### src/rtl/oled_i2c_control_pkg.sv
// oled_pkg: shared definitions for the SSD1306 I2C controller.
//   - SSD1306 command constants used by the init and toggle sequences
//   - controller state enum (top level) and bus phase enum (tx engine)
//   - init command ROM, indexed 0..INIT_LEN-1
package oled_pkg;

   localparam logic [7:0] CMD_DISPLAY_OFF = 8'hAE;
   localparam logic [7:0] CMD_DISPLAY_ON  = 8'hAF;
   localparam logic [7:0] CMD_CHARGE_PUMP = 8'h8D;
   localparam logic [7:0] CHARGE_PUMP_EN  = 8'h14;
   localparam logic [7:0] CMD_ENTIRE_ON   = 8'hA5;
   localparam logic [7:0] CTRL_CMD        = 8'h00;

   // Number of command bytes in the init transaction (after address + control)
   localparam int INIT_LEN = 5;

   typedef enum logic [1:0] {
      INIT_PEND,
      INIT_TX,
      IDLE,
      CMD_TX
   } state_t;

   typedef enum logic [2:0] {
      PH_IDLE,
      PH_START,
      PH_BIT,
      PH_STOP,
      PH_GAP
   } phase_t;

   // Init sequence: display off, enable charge pump, all pixels on, display on
   function automatic logic [7:0] init_cmd(input logic [2:0] i);
      logic [7:0] c;
      case (i)
         3'd0:    c = CMD_DISPLAY_OFF;
         3'd1:    c = CMD_CHARGE_PUMP;
         3'd2:    c = CHARGE_PUMP_EN;
         3'd3:    c = CMD_ENTIRE_ON;
         3'd4:    c = CMD_DISPLAY_ON;
         default: c = CMD_DISPLAY_ON;
      endcase
      return c;
   endfunction

endpackage

### src/rtl/oled_i2c_control_tx_engine.sv
// i2c_tx_engine: write-only I2C master, push-pull SCL/SDA.
// Every bit is four quarter-phases of CLK_DIV clocks: SCL low in quarters
// 0-1 (SDA updated at the start of quarter 1), SCL high in quarters 2-3.
// The ninth bit of every byte releases SDA (ACK is not sampled).
// Ports:
//   clk, rst     system clock, synchronous active-high reset
//   start        begin a transaction; byte_in must already hold byte 0
//   byte_in      byte offered by the command source
//   last         byte_in is the final byte of the transaction
//   byte_valid   byte_in is meaningful; if low at a byte boundary, STOP
//   byte_req     one-clock pulse: byte_in has just been consumed
//   done         one-clock pulse after STOP plus four idle quarters
//   sck, sda     I2C lines, idle high
module i2c_tx_engine
   import oled_pkg::*;
#(
   parameter int CLK_DIV = 68
) (
   input  logic       clk,
   input  logic       rst,
   input  logic       start,
   input  logic [7:0] byte_in,
   input  logic       last,
   input  logic       byte_valid,
   output logic       byte_req,
   output logic       done,
   output logic       sck,
   output logic       sda
);

   localparam int QW = (CLK_DIV > 1) ? $clog2(CLK_DIV) : 1;

   phase_t          ph;
   logic [QW-1:0]   qcnt;
   logic [1:0]      q;
   logic [3:0]      bitn;
   logic [7:0]      sh;
   logic            lastf;
   logic            tick;

   assign tick = (qcnt == QW'(CLK_DIV - 1));

   always_ff @(posedge clk) begin
      if (rst) begin
         ph       <= PH_IDLE;
         qcnt     <= '0;
         q        <= '0;
         bitn     <= '0;
         lastf    <= 1'b0;
         sck      <= 1'b1;
         sda      <= 1'b1;
         byte_req <= 1'b0;
         done     <= 1'b0;
      end else begin
         byte_req <= 1'b0;
         done     <= 1'b0;
         if (ph != PH_IDLE)
            qcnt <= tick ? '0 : qcnt + 1'b1;

         case (ph)
            PH_IDLE: begin
               qcnt <= '0;
               q    <= '0;
               if (start && byte_valid) begin
                  // START: SDA falls while SCL is still high
                  sda      <= 1'b0;
                  lastf    <= last;
                  byte_req <= 1'b1;
                  ph       <= PH_START;
               end
            end

            PH_START: begin
               // Hold the START condition for two quarters, then pull SCL low
               if (tick) begin
                  if (q == 2'd1) begin
                     q    <= '0;
                     bitn <= '0;
                     sck  <= 1'b0;
                     ph   <= PH_BIT;
                  end else begin
                     q <= q + 2'd1;
                  end
               end
            end

            PH_BIT: begin
               if (tick) begin
                  q <= q + 2'd1;
                  case (q)
                     2'd0: sda <= (bitn == 4'd8) ? 1'b1 : sh[7];
                     2'd1: sck <= 1'b1;
                     2'd2: ;
                     default: begin
                        sck <= 1'b0;
                        if (bitn != 4'd8) begin
                           bitn <= bitn + 4'd1;
                        end else if (!lastf && byte_valid) begin
                           lastf    <= last;
                           byte_req <= 1'b1;
                           bitn     <= '0;
                        end else begin
                           ph <= PH_STOP;
                        end
                     end
                  endcase
               end
            end

            PH_STOP: begin
               // SDA low under SCL low, raise SCL, then SDA rises (STOP)
               if (tick) begin
                  q <= q + 2'd1;
                  case (q)
                     2'd0: sda <= 1'b0;
                     2'd1: sck <= 1'b1;
                     2'd2: ;
                     default: begin
                        sda <= 1'b1;
                        ph  <= PH_GAP;
                     end
                  endcase
               end
            end

            PH_GAP: begin
               // Bus free time before the next START can be accepted
               if (tick) begin
                  q <= q + 2'd1;
                  if (q == 2'd3) begin
                     ph   <= PH_IDLE;
                     done <= 1'b1;
                  end
               end
            end

            default: ph <= PH_IDLE;
         endcase
      end
   end

   // Shift register is pure data: loaded with a new byte or shifted per bit
   always_ff @(posedge clk) begin
      if (ph == PH_IDLE && start && byte_valid)
         sh <= byte_in;
      else if (ph == PH_BIT && tick && q == 2'd3)
         sh <= (bitn == 4'd8) ? byte_in : {sh[6:0], 1'b0};
   end

endmodule

### src/rtl/oled_i2c_control.sv
// oled_i2c_control: SSD1306 controller over write-only I2C.
// After reset it sends the init sequence (panel fully lit); each debounced
// press of the active-low button toggles the display off/on.
// Ports:
//   clk      system clock (27 MHz nominal)
//   rst      synchronous active-high reset
//   bbutton  push button, active-low, asynchronous to clk
//   sck      I2C SCL, push-pull, idle high
//   sda      I2C SDA, push-pull, idle high
module oled_i2c_control
   import oled_pkg::*;
#(
   parameter int         CLK_DIV         = 68,
   parameter int         DEBOUNCE_CYCLES = 100,
   parameter logic [6:0] OLED_ADDR       = 7'h3C
) (
   input  logic clk,
   input  logic rst,
   input  logic bbutton,
   output logic sck,
   output logic sda
);

   localparam int         DW        = $clog2(DEBOUNCE_CYCLES + 1);
   localparam logic [7:0] ADDR_BYTE = {OLED_ADDR, 1'b0};

   logic          sync1;
   logic          sync2;
   logic          btn_db;
   logic [DW-1:0] dcnt;
   logic          press;

   state_t        state;
   logic          display_on;
   logic          pending;
   logic          start;
   logic [7:0]    cmd;
   logic [2:0]    idx;

   logic [7:0]    byte_in;
   logic          last;
   logic          byte_valid;
   logic          byte_req;
   logic          done;

   // Button: 2-flop synchronizer, then accept a new level only after
   // DEBOUNCE_CYCLES consecutive samples that differ from the current one.
   always_ff @(posedge clk) begin
      if (rst) begin
         sync1  <= 1'b1;
         sync2  <= 1'b1;
         btn_db <= 1'b1;
         dcnt   <= '0;
         press  <= 1'b0;
      end else begin
         sync1 <= bbutton;
         sync2 <= sync1;
         press <= 1'b0;
         if (sync2 == btn_db) begin
            dcnt <= '0;
         end else if (dcnt == DW'(DEBOUNCE_CYCLES - 1)) begin
            btn_db <= sync2;
            dcnt   <= '0;
            // Only the released->pressed transition is an event
            press  <= btn_db;
         end else begin
            dcnt <= dcnt + 1'b1;
         end
      end
   end

   always_ff @(posedge clk) begin
      if (rst) begin
         state      <= INIT_PEND;
         display_on <= 1'b0;
         pending    <= 1'b0;
         start      <= 1'b0;
         cmd        <= CMD_DISPLAY_OFF;
         idx        <= '0;
      end else begin
         start <= 1'b0;
         if (byte_req)
            idx <= idx + 3'd1;

         case (state)
            INIT_PEND: begin
               state <= INIT_TX;
               start <= 1'b1;
               idx   <= '0;
            end

            INIT_TX: begin
               if (press)
                  pending <= 1'b1;
               if (done) begin
                  display_on <= 1'b1;
                  state      <= IDLE;
               end
            end

            IDLE: begin
               if (press || pending) begin
                  pending <= 1'b0;
                  cmd     <= display_on ? CMD_DISPLAY_OFF : CMD_DISPLAY_ON;
                  state   <= CMD_TX;
                  start   <= 1'b1;
                  idx     <= '0;
               end
            end

            CMD_TX: begin
               // A press that coincides with done still queues: it is
               // picked up on the first IDLE cycle.
               if (press)
                  pending <= 1'b1;
               if (done) begin
                  display_on <= ~display_on;
                  state      <= IDLE;
               end
            end

            default: state <= INIT_PEND;
         endcase
      end
   end

   // Command source: address, control byte, then the command payload
   always_comb begin
      byte_in    = CTRL_CMD;
      last       = 1'b0;
      byte_valid = 1'b0;
      if (state == INIT_TX) begin
         byte_valid = (idx < 3'(INIT_LEN + 2));
         last       = (idx == 3'(INIT_LEN + 1));
         case (idx)
            3'd0:    byte_in = ADDR_BYTE;
            3'd1:    byte_in = CTRL_CMD;
            default: byte_in = init_cmd(idx - 3'd2);
         endcase
      end else if (state == CMD_TX) begin
         byte_valid = (idx < 3'd3);
         last       = (idx == 3'd2);
         case (idx)
            3'd0:    byte_in = ADDR_BYTE;
            3'd1:    byte_in = CTRL_CMD;
            default: byte_in = cmd;
         endcase
      end
   end

   i2c_tx_engine #(
      .CLK_DIV (CLK_DIV)
   ) u_tx (
      .clk        (clk),
      .rst        (rst),
      .start      (start),
      .byte_in    (byte_in),
      .last       (last),
      .byte_valid (byte_valid),
      .byte_req   (byte_req),
      .done       (done),
      .sck        (sck),
      .sda        (sda)
   );

endmodule

### config.mk
export PLATFORM = sky130hd
export DESIGN_NAME = oled_i2c_control
export DESIGN_NICKNAME = d
export VERILOG_FILES = /design/src/rtl/oled_i2c_control_pkg.sv /design/src/rtl/oled_i2c_control_tx_engine.sv /design/src/rtl/oled_i2c_control.sv
export SDC_FILE = /design/constraint.sdc
export NUM_CORES = 1
export LEC_CHECK = 0
export ABC_AREA = 1
export BUFFER_PORTS_ARGS = -buffer_cell sky130_fd_sc_hd__buf_2
export CORE_MARGIN = 10
export CORE_UTILIZATION = 65
export DETAILED_ROUTE_END_ITERATION = 16
export PLACE_DENSITY = 0.83
export SETUP_SLACK_MARGIN = 0.2
export SLEW_MARGIN = 20
export SYNTH_ARGS = -nofsm -noshare
export SYNTH_HDL_FRONTEND = slang
export SYNTH_HIERARCHICAL = 1
export SYNTH_SLANG_ARGS = --single-unit
### constraint.sdc
create_clock -name clk -period 4.9 [get_ports clk]
set_input_delay 0 -clock clk [delete_from_list [all_inputs] [get_ports clk]]
set_output_delay 0 -clock clk [all_outputs]
set_load 0.1 [all_outputs]
### After elaboration in Yosys (flattened, before gate mapping)

Index checks and enable logic that the tools add are counted.

* add/subtract/negate cells: 6
* multiply operators: 0
* div/mod/pow operators: 0
* magnitude comparators: 2
* equal/unequal tests: 44
* shift operators: 0
* muxes and demuxes: 78
* bitwise operators: 5
* reduce and logical (&&, ||, !) cells: 42

Operator list (count)
* 2-to-1 mux 8 bit: 5
* 2-to-1 mux 3 bit: 13
* one-hot mux 8 bit (2 select lines): 2
* one-hot mux 8 bit (4 select lines): 1
* 2-to-1 mux 1 bit: 31
* inequality test 2 x 1 -> 1 bit (second input constant): 14
* 2-to-1 mux 4 bit: 6
* AND reduction 6 bit: 3
* inequality test 2 bit (second input constant): 8
* equality test 3 x 2 -> 1 bit (second input constant): 5
* one-hot mux 3 bit (5 select lines): 1
* OR reduction 3 bit: 5
* adder 7 x 1 -> 7 bit (second input constant): 2
* equality test 7 bit (second input constant): 2
* one-hot mux 1 bit (2 select lines): 7
* one-hot mux 2 bit (3 select lines): 2
* nonzero test 3 bit: 4
* AND reduction 11 bit: 1
* 2-to-1 mux 2 bit: 5
* nonzero test 2 bit: 5
* equality test 3 x 1 -> 1 bit (second input constant): 3
* zero test 3 bit: 3
* AND reduction 3 bit: 3
* equality test 2 bit (second input constant): 4
* 24 further kinds: 42

* bits in registers: 56
* latch bits: 0
* bits in writable memories: 0
* ROM bits: 0
* output and inout port bits: 2
* memories kept: 0

### Depth between registers and ports, before layout

Gate-level depths: netlist (run 1).

* depth in word-level cells: 9
* gate-level depth with buffers: 13
* mapped depth without buffers: 13

### Modules after synthesis

The synthesis (run 1) kept the hierarchy.

Modules (own cells, without submodules)
* i2c_tx_engine: instances 1, cells each 217, area each 1615.3 um^2, sequential area each 660.6 um^2
* oled_i2c_control: instances 1, cells each 150, area each 1091.0 um^2, sequential area each 400.4 um^2

### Least setup slack after synthesis (run 1)

Ideal clock, no wire load.

* path type: flip-flop to flip-flop
* from: register idx[2]
* to: register u_tx.sh[1], data pin
* library setup time: 252 ps
* data arrival time: 1429 ps
* required time: 4648 ps
* setup slack: 3218 ps
* cell stages (with the launch flop): 10
* path buffers: 0
* clock period less this slack: 1682 ps
* cell sequence: dfxtp_1 inv_2 ha_1 nand2_1 a31o_2 nand4_1 nand2_1 inv_1 nand2_1 nand2_1

* elaborated cells between the ends (all ways): 20
* those cells by class: 1 x add/sub; 2 x order compare; 4 x eq/ne; 10 x mux; 3 x reduce/logical

RTL lines
* start: declaration: line oled_i2c_control.sv:38 `logic [2:0] idx;`
* start signal: assignment: line oled_i2c_control.sv:83 `idx <= idx + 3'd1;`
* less-than comparator 3 x 2 -> 1 bit: line oled_i2c_control.sv:141 `byte_valid = (idx < 3'd3);`
* 2-to-1 mux 1 bit: line oled_i2c_control.sv:140 `end else if (state == CMD_TX) begin`
* 2-to-1 mux 1 bit (*): line oled_i2c_control.sv:132 `if (state == INIT_TX) begin`
* net byte_valid: line oled_i2c_control.sv:42 `logic byte_valid;`
* logical AND 1 bit (*): line oled_i2c_control_tx_engine.sv:144 `if (ph == PH_IDLE && start && byte_valid)`
* 2-to-1 mux 8 bit (*): line oled_i2c_control_tx_engine.sv:144
* end signal: assignment: line oled_i2c_control_tx_engine.sv:145 `sh <= byte_in;`
* end signal: assignment: line oled_i2c_control_tx_engine.sv:147 `sh <= (bitn == 4'd8) ? byte_in : {sh[6:0], 1'b0};`
* end: declaration: line oled_i2c_control_tx_engine.sv:37 `logic [7:0] sh;`

Mark *: on every way through the listed nets, which the timed path passes. The rest lies on a longest branch. The select of a mux whose other input is x is not followed.
A chain may end at the register's enable or synchronous reset.

### Worst setup path in the final report (run 1)

* from: register idx[2]
* to: register u_tx.sh[5], data pin

The elaborated chain is that of the path after synthesis.

==> results.md, run 1 <==
- Critical path fanouts, max: 8
- Vias in the first global route: between 2000 and 2500
- GPL Wtd Cong: 0.948
- Fin. Hold Viols: 0
- Largest net degree at the start of global routing: 20
- Seq/Total Area, Yosys: 0.392
- Net switching power: around 400 µW
- Via/cell ratio: approximately 5.4
- Clock share of power: 0.263
- First-pass GRT wire length: a little under 9000 µm
- Share of layout cells above drive strength 1: 0.127
- Fin util: 0.717
- DR WL met2: around 2400 µm
- Synth async-reset ratio: 0
- Synth Instances: roughly 370
- Ports: 5
- Top sig layer: met4
- Area delta synth->final: 6.80%
- Port Buffer Count: 4
- Die area: 0.00714 mm²
- Mean post-synth cell area: 7.37 µm²
- Core area: 0.00403 mm²
- Max-slew violations: 0
- Initial Util: 0.672
- CP most frequent cell: nand2_1
- Nets: 394
- CP Launch Type: flip-flop
- Sink Count: 49
- Area after DPL: around 0.0028 mm²
- Peak supply drop: 0.000210 V
- Cell Area, Synth: 0.00271 mm²
- Power density over cell area: 376 mW/mm²
- DRT met1 WL: 2330 µm
- Worst-Margin Slew: between 0.4 and 0.5 ns
- Critical path class: reg2reg
- Clock-pin transition on the worst setup and hold timing paths: 0.09 ns
- Leak pwr: 0.00125 µW
- Rows: 23
- Clk_skew: approximately 0.010 ns
- Num CTS Buffers: 5
- Post-route minimum period: 1.92 ns
- Vias: approximately 2300
- Initial antenna violation count: 0
- # H-tree levels: 2
- Cell area after layout: 0.00289 mm²
- Status: completed
- Combinational power share: 0.300
- Most frequent cells in the layout: nand2_1 (82), nor2_1 (48), inv_1 (44)
- Cell internal pwr: 688 µW
- Area leader, netlist: dfxtp_1
- Commonest non-fill, non-tap cell in the layout: nand2_1
- CP endpoint kind: flip-flop
- Critical-path top delay cell: dfxtp_1
- Setup TNS Final: 0 ns
- Post-synth net total: 385
- CTS tree: yes
- Main area contributors after synthesis: dfxtp_1 (30%), nand2_1 (11%), edfxtp_1 (8.9%)
- Worst hold-check path type: in2reg
- RSZ-0062 raised after global routing: false
- Clock root buffer: clkbuf_8
- Tcrit/Tclk final: 0.391
- Synth warnings: 6
- Fillers: 307
- Die width: ~85 µm
- Reg2Reg Depth: 9
- Router iterations before antenna repair: 4
- Synth Register Bits: 49
- Remaining Overflow, GRT: 0
- Met3 WL post-DR: between 200 and 300 µm
- Synth top area share: 0.303
- Switching power share of the total: 0.366
- Worst path required time: 4.98 ns
- CP cell instances: inv_2 > ha_1 > nand2_1 > a31o_2 > nand4_1 > nand2_1 > inv_1 > nand2_1 > nand2_1
- Resized Gates After CTS: 0
- Routed Antenna Nets: 0
- Final Setup Violations: 0
- DP Wirelength: 3870 µm
- DRC: 0
- Slew margin rel.: 0.676
- Seq pwr share: 0.437
- Worst path max stage delay: 0.43 ns
- All-Layer GR Usage: 0.146
- Achievable Freq: 0.521 GHz
- Post-synth top flop: dfxtp_1
- Initial DRC Count: 164
- Number of enable flip-flop cells after synthesis: 8
- Post-synth cell types: 33
- CTS Buffer Depth: 2
- Diode count: 0
- Hold depth: 2
- DRT Wirelength: 5160 µm
- WL/cell: 12.1 µm
- Height of the die: 84.5 µm
- CP arrival: 2.00 ns
- Worst-skew pair later-pin latency: 0.31 ns
- # Max-Cap Violations: 0
==> power groups by stage <==
stage	clock [µW]	sequential, µW	combinational, µW
2_1_floorplan	0	493	249
3_3_place_gp	0	482	311
3_5_place_dp	0	484	318
4_1_cts	292	474	322
5_1_grt	306	480	367
6_report	285	474	326
==> critical path, delay by kind of cell (launching register included) <==
kind,cells,cell delay [ns]
flops,1,0.43
fa+ha+maj,1,0.20
simple gates,5,0.58
compound gates,1,0.18
buf+inv,2,0.30
==> final cells by class <==
cell class / count / area [µm²] / share of cell area
clock buffer: 7 / 108 / 0.0372
inverter: 48 / 180 / 0.0623
sequential: 49 / 1060 / 0.367
clock inverter: 1 / 6.26 / 0.00216
timing repair buffer: 5 / 30.0 / 0.0104
multi-input combinational: 267 / 1440 / 0.499
tap: 50 / 62.6 / 0.0216
==> routing by layer <==
metal,global-route usage,up-vias
met1,0.168,1060
met4,0.0763,0
met5,0,-
met3,0.0464,13
met2,0.237,50
li1,-,1194
==> timing repair <==
item                       in CTS  in global routing
hold endpoints to repair        1                  0
buffers inserted                0                  0
hold buffers                    1                  0
setup endpoints to repair       0                  0
==> synth_stat cells (2+ instances only) <==
cell type,number
nand4_1,5
ha_1,15
or2_2,4
a211oi_1,2
nor3_1,4
nand2_4,2
nor2_1,48
a21oi_1,19
inv_1,44
nand2_2,9
xor2_1,4
nand2_1,82
o21ai_1,3
o21ai_0,20
nor2_2,3
edfxtp_1,8
xnor2_1,4
inv_2,4
nor3b_1,2
nor2_4,6
nand3_1,24
o21ai_2,4
dfxtp_1,41
==> kinds of logic (layout without fill, tap and decap cells) <==
group | count (synthesis) | after routing | share of synthesized area
AO/OA/AOI/OAI | 52 | 52 | 0.110
XOR/XNOR | 8 | 8 | 0.0259
adder cells (fa/ha/maj) | 15 | 15 | 0.0693
buffers and inverters | 51 | 61 | 0.0749
flip-flops | 49 | 49 | 0.392
AND/OR/NAND/NOR | 192 | 192 | 0.328
==> stage by stage <==
stage	cells	total power (µW)	setup WS (ns)	hold slack, ns
after global routing	427	1150	2.79	0.115
after global placement	418	793	3.11	0.190
after CTS	427	1090	2.99	0.0962
final	427	1090	2.98	0.106
after floorplan	367	742	3.22	0.104
after detailed placement	418	801	3.03	0.189
==> sequential cells by signal (all words and copies together), names as in the netlist <==
register	flops
u_tx/sh	8
dcnt	7
u_tx/qcnt	7
u_tx/bitn	4
idx	3
u_tx/ph	3
state	2
u_tx/q	2
btn_db	1
cmd	1
display_on	1
pending	1
press	1
start	1
sync1	1
sync2	1
u_tx/byte_req	1
u_tx/done	1
u_tx/lastf	1
u_tx/sck	1
u_tx/sda	1
==> final timing paths <==
check	from	endpoint	slack [ns]
max reg2reg	idx[2]	u_tx/sh[5]	2.98
max	idx[2]	u_tx/sh[5]	2.98
min	rst	state[1]	0.11
min reg2reg	sync1	sync2	0.42
(Power assumes the default switching activity.)
==> run 2, diff against run 1 <==
--- a/config.mk
+++ b/config.mk
@@ -8,9 +8,9 @@
 export ABC_AREA = 1
 export BUFFER_PORTS_ARGS = -buffer_cell sky130_fd_sc_hd__buf_2
 export CORE_MARGIN = 10
-export CORE_UTILIZATION = 65
+export CORE_UTILIZATION = 62
 export DETAILED_ROUTE_END_ITERATION = 16
-export PLACE_DENSITY = 0.83
+export PLACE_DENSITY = 0.8
 export SETUP_SLACK_MARGIN = 0.2
 export SLEW_MARGIN = 20
 export SYNTH_ARGS = -nofsm -noshare
==> constraint.sdc (replaced) <==
create_clock -name clk -period 1.8 [get_ports clk]
set_input_delay 0 -clock clk [delete_from_list [all_inputs] [get_ports clk]]
set_output_delay 0 -clock clk [all_outputs]
set_load 0.1 [all_outputs]
==> run 2 against run 1 <==
Effect of this change: global-route usage fell by 0.070 points; critical endpoint unchanged; highest routed layer unchanged; final area increased by 7.1%; count of clock-buffer cells in the layout fell by 1.
==> results.md, run 2 (synthesis gave the netlist of run 1 again) <==
- WL/cell: 13.3 µm
- Critical path fanouts, max: 7
- Ports: 5
- CP delay by family, top: simple AND/OR/NAND/NOR gates
- CTS tree: yes
- Flop2flop setup slack: 0.06 ns
- Peak supply drop: around 0.00069 V
- Power density over cell area: 956 mW/mm²
- CP Launch Type: flip-flop
- Reg2Reg Depth: 9
- Initial antenna violation count: 0
- Fillers: 313
- Worst path max stage delay: 0.37 ns
- Met3 usage: 0.0303
- Worst hold-check path type: in2reg
- CP arrival: 1.82 ns
- CP cell instances: inv_6 > ha_1 > nand2_1 > a31o_4 > nand4_1 > nand2_2 > buf_6 > nand2_1 > nand2_1
- DRT Wirelength: 5840 µm
- Vias: 2432
- Final Setup Violations: 0
- Largest net degree at the start of global routing: 20
- Critical path class: reg2reg
- Met1 usage: 0.178
- Clock root buffer: clkbuf_8
- Initial Util: 0.658
- Top reg by flops: u_tx/sh
- Worst path required time: 1.87 ns
- Critical-path top delay cell: dfxtp_4
- Max-slew violations: 0
- M2 GR Usage: 0.239
- Remaining Overflow, GRT: 0
- Initial DRC Count: 248
- Rows: 23
- Num CTS Buffers: 5
- Placed cells: around 420
- Largest registers: u_tx/sh: 8 flops, dcnt: 7 flops, u_tx/qcnt: 7 flops
- RSZ-0062 raised after global routing: true
- Register area: 0.00108 mm²
- Critical Path Start: idx[2]
- Clock-pin transition on the worst setup and hold timing paths: around 0.090 ns
- Leak pwr: between 0.001 and 0.0015 µW
- Worst-Margin Slew: around 0.49 ns
- Router iterations before antenna repair: 4
- Reg-to-Reg Start: idx[2]
- Critical R2R Capture: u_tx/sh[5]
- Fin. Hold Viols: 0
- Achievable Freq: 0.574 GHz
- Core area: 0.00412 mm²
- Clk_skew: 0.00695 ns
- GPL Wtd Cong: 0.900
- First-pass GRT wire length: 9070 µm
- # Max-Cap Violations: 0
- Multi-input gate area: between 0.0015 and 0.002 mm²
- Via/cell ratio: 5.54
- Critical path depth in cells: 9
- Vias in the first global route: 2168
- Port Buffer Count: 4
- CTS Buffer Depth: 2
- Layer with the highest usage: met2
- CP most frequent cell: nand2_1
- Fin util: 0.752
- Commonest non-fill, non-tap cell in the layout: nand2_1
- Most frequent cells in the layout: nand2_1 (73), nor2_1 (46), inv_1 (40)
- Layout Cells excl Fill: ~440
- # H-tree levels: 2
- Height of the die: 86.1 µm
- Die area: 0.00741 mm²
- Sink Count: 49
- Diode count: 0
- Largest register FFs: 8
- Slew margin rel.: 0.676
- Die width: 86.1 µm
- Share of layout cells above drive strength 1: 0.226
- DRC: 0
- CP endpoint kind: flip-flop
- Tcrit/Tclk final: 0.968
- Routed Antenna Nets: 0
- Worst-skew pair later-pin latency: 0.31 ns
- DP Wirelength: 3740 µm
- CP Buf/Inv Count: 2
- Area delta synth->final: 14.4%
- Post-route minimum period: between 1.5 and 2 ns
- Nets: 406
- Status: completed
- Worst Setup EP: u_tx/sh[5]
- All-Layer GR Usage: 0.146
run 2: cell count changes in the layout (fill, tap and decap cells not counted), moves of 4 or more:
cell,previous run,this run
dfxtp_1,41,35
inv_1,44,40
ha_1,15,11
nand2_2,9,18
nand2_1,82,73
buf_4,0,10
run 2: worst min-delay path by stage:
stage | from | endpoint | cells past startpoint
2_1_floorplan | bbutton | sync1 | 1
6_report | rst | u_tx/bitn[1] | 2
4_1_cts | rst | u_tx/bitn[1] | 2
3_5_place_dp | bbutton | sync1 | 2
3_3_place_gp | bbutton | sync1 | 2
5_1_grt | rst | start | 2
run 2: power by group:
part           internal (µW)  leakage, µW  switching (µW)
clock                    319    0.0000518             380
sequential              1200     0.000410            90.5
combinational            316     0.000850             651
run 2: what timing repair did:
action                                  in CTS  in global routing
resized for setup                           18                 21
hold buffers                                 1                  0
endpoints found under the hold margin        1                  0
buffers inserted                             4                  5
pin swaps                                    9                 13
endpoints found under the setup margin      19                 27
run 2: layout make-up:
| type | instances | share of cell area |
|---|---|---|
| Sequential cell | 49 | 0.348 |
| Clock inverter | 2 | 0.00566 |
| Tap cell | 50 | 0.0202 |
| Timing Repair Buffer | 17 | 0.0441 |
| Clock buffer | 6 | 0.0267 |
| Inverter | 48 | 0.0606 |
| Multi-Input combinational cell | 267 | 0.495 |
run 2: worst register-to-register path, cell delays in order, from the launching register on:
cell	delay [ns]
dfxtp_4	0.37
inv_6	0.05
ha_1	0.15
nand2_1	0.08
a31o_4	0.24
nand4_1	0.20
nand2_2	0.13
buf_6	0.16
nand2_1	0.08
nand2_1	0.06
run 2: per-stage QoR:
stage                      TNS [ns]  instance area, µm²  power (µW)  hold WS [ns]  setup WS (ns)
after CTS                         0                2980        2900        0.0732          0.194
final                             0                3100        2960        0.0742         0.0574
after global placement            0                2800        2160         0.186          0.127
after global routing      -0.000558                3100        3150         0.105      -0.000558
after detailed placement          0                2800        2180         0.188         0.0699
after floorplan                   0                2710        2020         0.104          0.220
run 2: per-layer routing:
metal,share of wire,routed length (µm)
met1,0.43,2520
met4,0.034,198
met5,0,0
met2,0.49,2850
met3,0.047,274
==> run 3, diff against run 2 <==
--- a/config.mk
+++ b/config.mk
@@ -10,7 +10,7 @@
 export CORE_MARGIN = 10
 export CORE_UTILIZATION = 62
 export DETAILED_ROUTE_END_ITERATION = 16
-export PLACE_DENSITY = 0.8
+export PLACE_DENSITY = 0.85
 export SETUP_SLACK_MARGIN = 0.2
 export SLEW_MARGIN = 20
 export SYNTH_ARGS = -nofsm -noshare
==> run 3 against run 2 <==
Effect of this change: die area stayed put; register-to-register slack barely moved; routed wire length increased by 6.6%; fmax up 0.46%; worst hold slack improved by 0.019 ns; worst setup slack improved by 0.0080 ns; critical endpoint unchanged.
==> results.md, run 3 (synthesis gave the netlist of run 1 again) <==
- Router iterations before antenna repair: 5
- Setup TNS Final: 0 ns
- CP cell instances: inv_6 > ha_4 > nand2_2 > a31o_4 > nand4_1 > nand2_2 > buf_6 > nand2_1 > nand2_1
- Initial DRC Count: roughly 230
- Num CTS Buffers: 5
- Remaining Overflow, GRT: 0
- Diode count: 0
- CTS Buffer Depth: 2
- RSZ-0062 raised after global routing: true
- Min-delay src: rst
- Peak supply drop: about 0.00058 V
- Power density over cell area: between 900 and 1000 mW/mm²
- Die width: 86.1 µm
- Worst hold-check path type: in2reg
- Worst path max stage delay: 0.38 ns
- Top reg by flops: u_tx/sh
- Reg-to-Reg Start: idx[2]
- Sink Count: just under 50
- Worst-skew pair later-pin latency: 0.32 ns
- Most frequent cells in the layout: nand2_1 (76), nor2_1 (46), inv_1 (40)
- Multi-input gate area: roughly 0.0016 mm²
- CP endpoint kind: flip-flop
- CP Buf/Inv Count: 2
- Share of layout cells above drive strength 1: 0.230
- Tcrit/Tclk final: 0.964
- Max-slew violations: 0
- Initial antenna violation count: 0
- Height of the die: 86.1 µm
- CP arrival: 1.80 ns
- Critical path fanouts, max: 4
- CP Launch Type: flip-flop
- All-Layer GR Usage: 0.156
- Vias: 2530
- Worst path required time: 1.86 ns
- Commonest non-fill, non-tap cell in the layout: nand2_1
- Clock-pin transition on the worst setup and hold timing paths: 0.09 ns
- Vias in the first global route: 2306
- Final Setup Violations: 0
- # Max-Cap Violations: 0
- WL/cell: approximately 14 µm
- Rows: 23
- DRT Wirelength: 6230 µm
- Place WS: 0.0772 ns
- Final Total Pwr: around 3100 µW
- # H-tree levels: 2
- CP delay by family, top: simple AND/OR/NAND/NOR gates
- Routed Antenna Nets: 0
- Status: completed
- Via/cell ratio: 5.74
- Clock root buffer: clkbuf_8
- Fin worst setup slack: approximately 0.065 ns
- Achievable Freq: 0.577 GHz
- Worst-Margin Slew: 0.492 ns
- Fillers: 253
- Area delta synth->final: 17.1%
- Core area: 0.00412 mm²
- Worst hold margin: 0.0937 ns
- Critical-path top delay cell: dfxtp_4
- Critical Path Start: idx[2]
- Register area: 0.00108 mm²
- Slew margin rel.: 0.674
- Largest register FFs: 8
- CTS tree: yes
- Fin. Hold Viols: 0
- Largest net degree at the start of global routing: 20
- Largest registers: u_tx/sh: 8 flops, dcnt: 7 flops, u_tx/qcnt: 7 flops
- Leak pwr: 0.00133 µW
- Post-route minimum period: 1.73 ns
- DRC: 0
- DP Wirelength: 3960 µm
- Critical path class: reg2reg
- First-pass GRT wire length: 9600 µm
- Die area: 0.00741 mm²
- Port Buffer Count: 4
- Ports: 5
- Clk_skew: 0.0151 ns
- GPL Wtd Cong: ~0.9
- Nets: 408
- Initial Util: 0.658
==> run 3: cell types whose count changed in the layout (fill, tap and decap cells not counted), moves of 2 or more <==
cell	change
nand2_2	-4
nand2_1	+3
buf_6	+2
dfxtp_1	-2
ha_4	+2
nand3_2	-2
o21ai_1	-2
==> run 3: layout make-up <==
type / instances / share of cell area
inverter: 48 / 0.0600
tap: 50 / 0.0197
timing repair buffer: 19 / 0.0462
multi-input combinational: 267 / 0.499
sequential: 49 / 0.341
clock inverter: 2 / 0.00434
clock buffer: 6 / 0.0296
==> run 3: per-stage QoR <==
stage               cells   util  cell area (µm²)
global route          441  0.770             3170
global placement      421  0.679             2800
detailed placement    421  0.679             2800
finish                441  0.770             3170
floorplan             367      -             2710
CTS                   436  0.723             2980
==> run 3: power by group <==
part           switching, µW  internal, µW  leakage, µW
Clock                    386           361    0.0000567
Sequential              98.6          1200     0.000411
Combinational            695           325     0.000860
Total                   1180          1890      0.00133
==> run 3: path summary, 6_finish.rpt <==
kind	slack, ns	cells past startpoint	end
worst max-delay path	0.07	9	u_tx/sh[5]
worst min-delay path	0.09	2	u_tx/bitn[1]
worst max register to register	0.07	9	u_tx/sh[5]
worst min register to register	0.43	1	sync2
==> run 3: layer usage <==
| metal | vias to the layer above | share of wire | global-route usage |
|---|---|---|---|
| met3 | 20 | 0.068 | 0.0397 |
| met1 | 1182 | 0.41 | 0.171 |
| met5 | - | 0 | 0 |
| met2 | 99 | 0.50 | 0.270 |
| met4 | 0 | 0.025 | 0.0793 |
| li1 | 1229 | - | - |
==> run 3: repair_timing <==
item,4_1_cts,5_1_grt
gates resized for setup,11,38
hold buffers,1,0
endpoints found under the hold margin,1,0
setup endpoints to repair,20,30
setup buffers,6,5
pin swaps,2,11
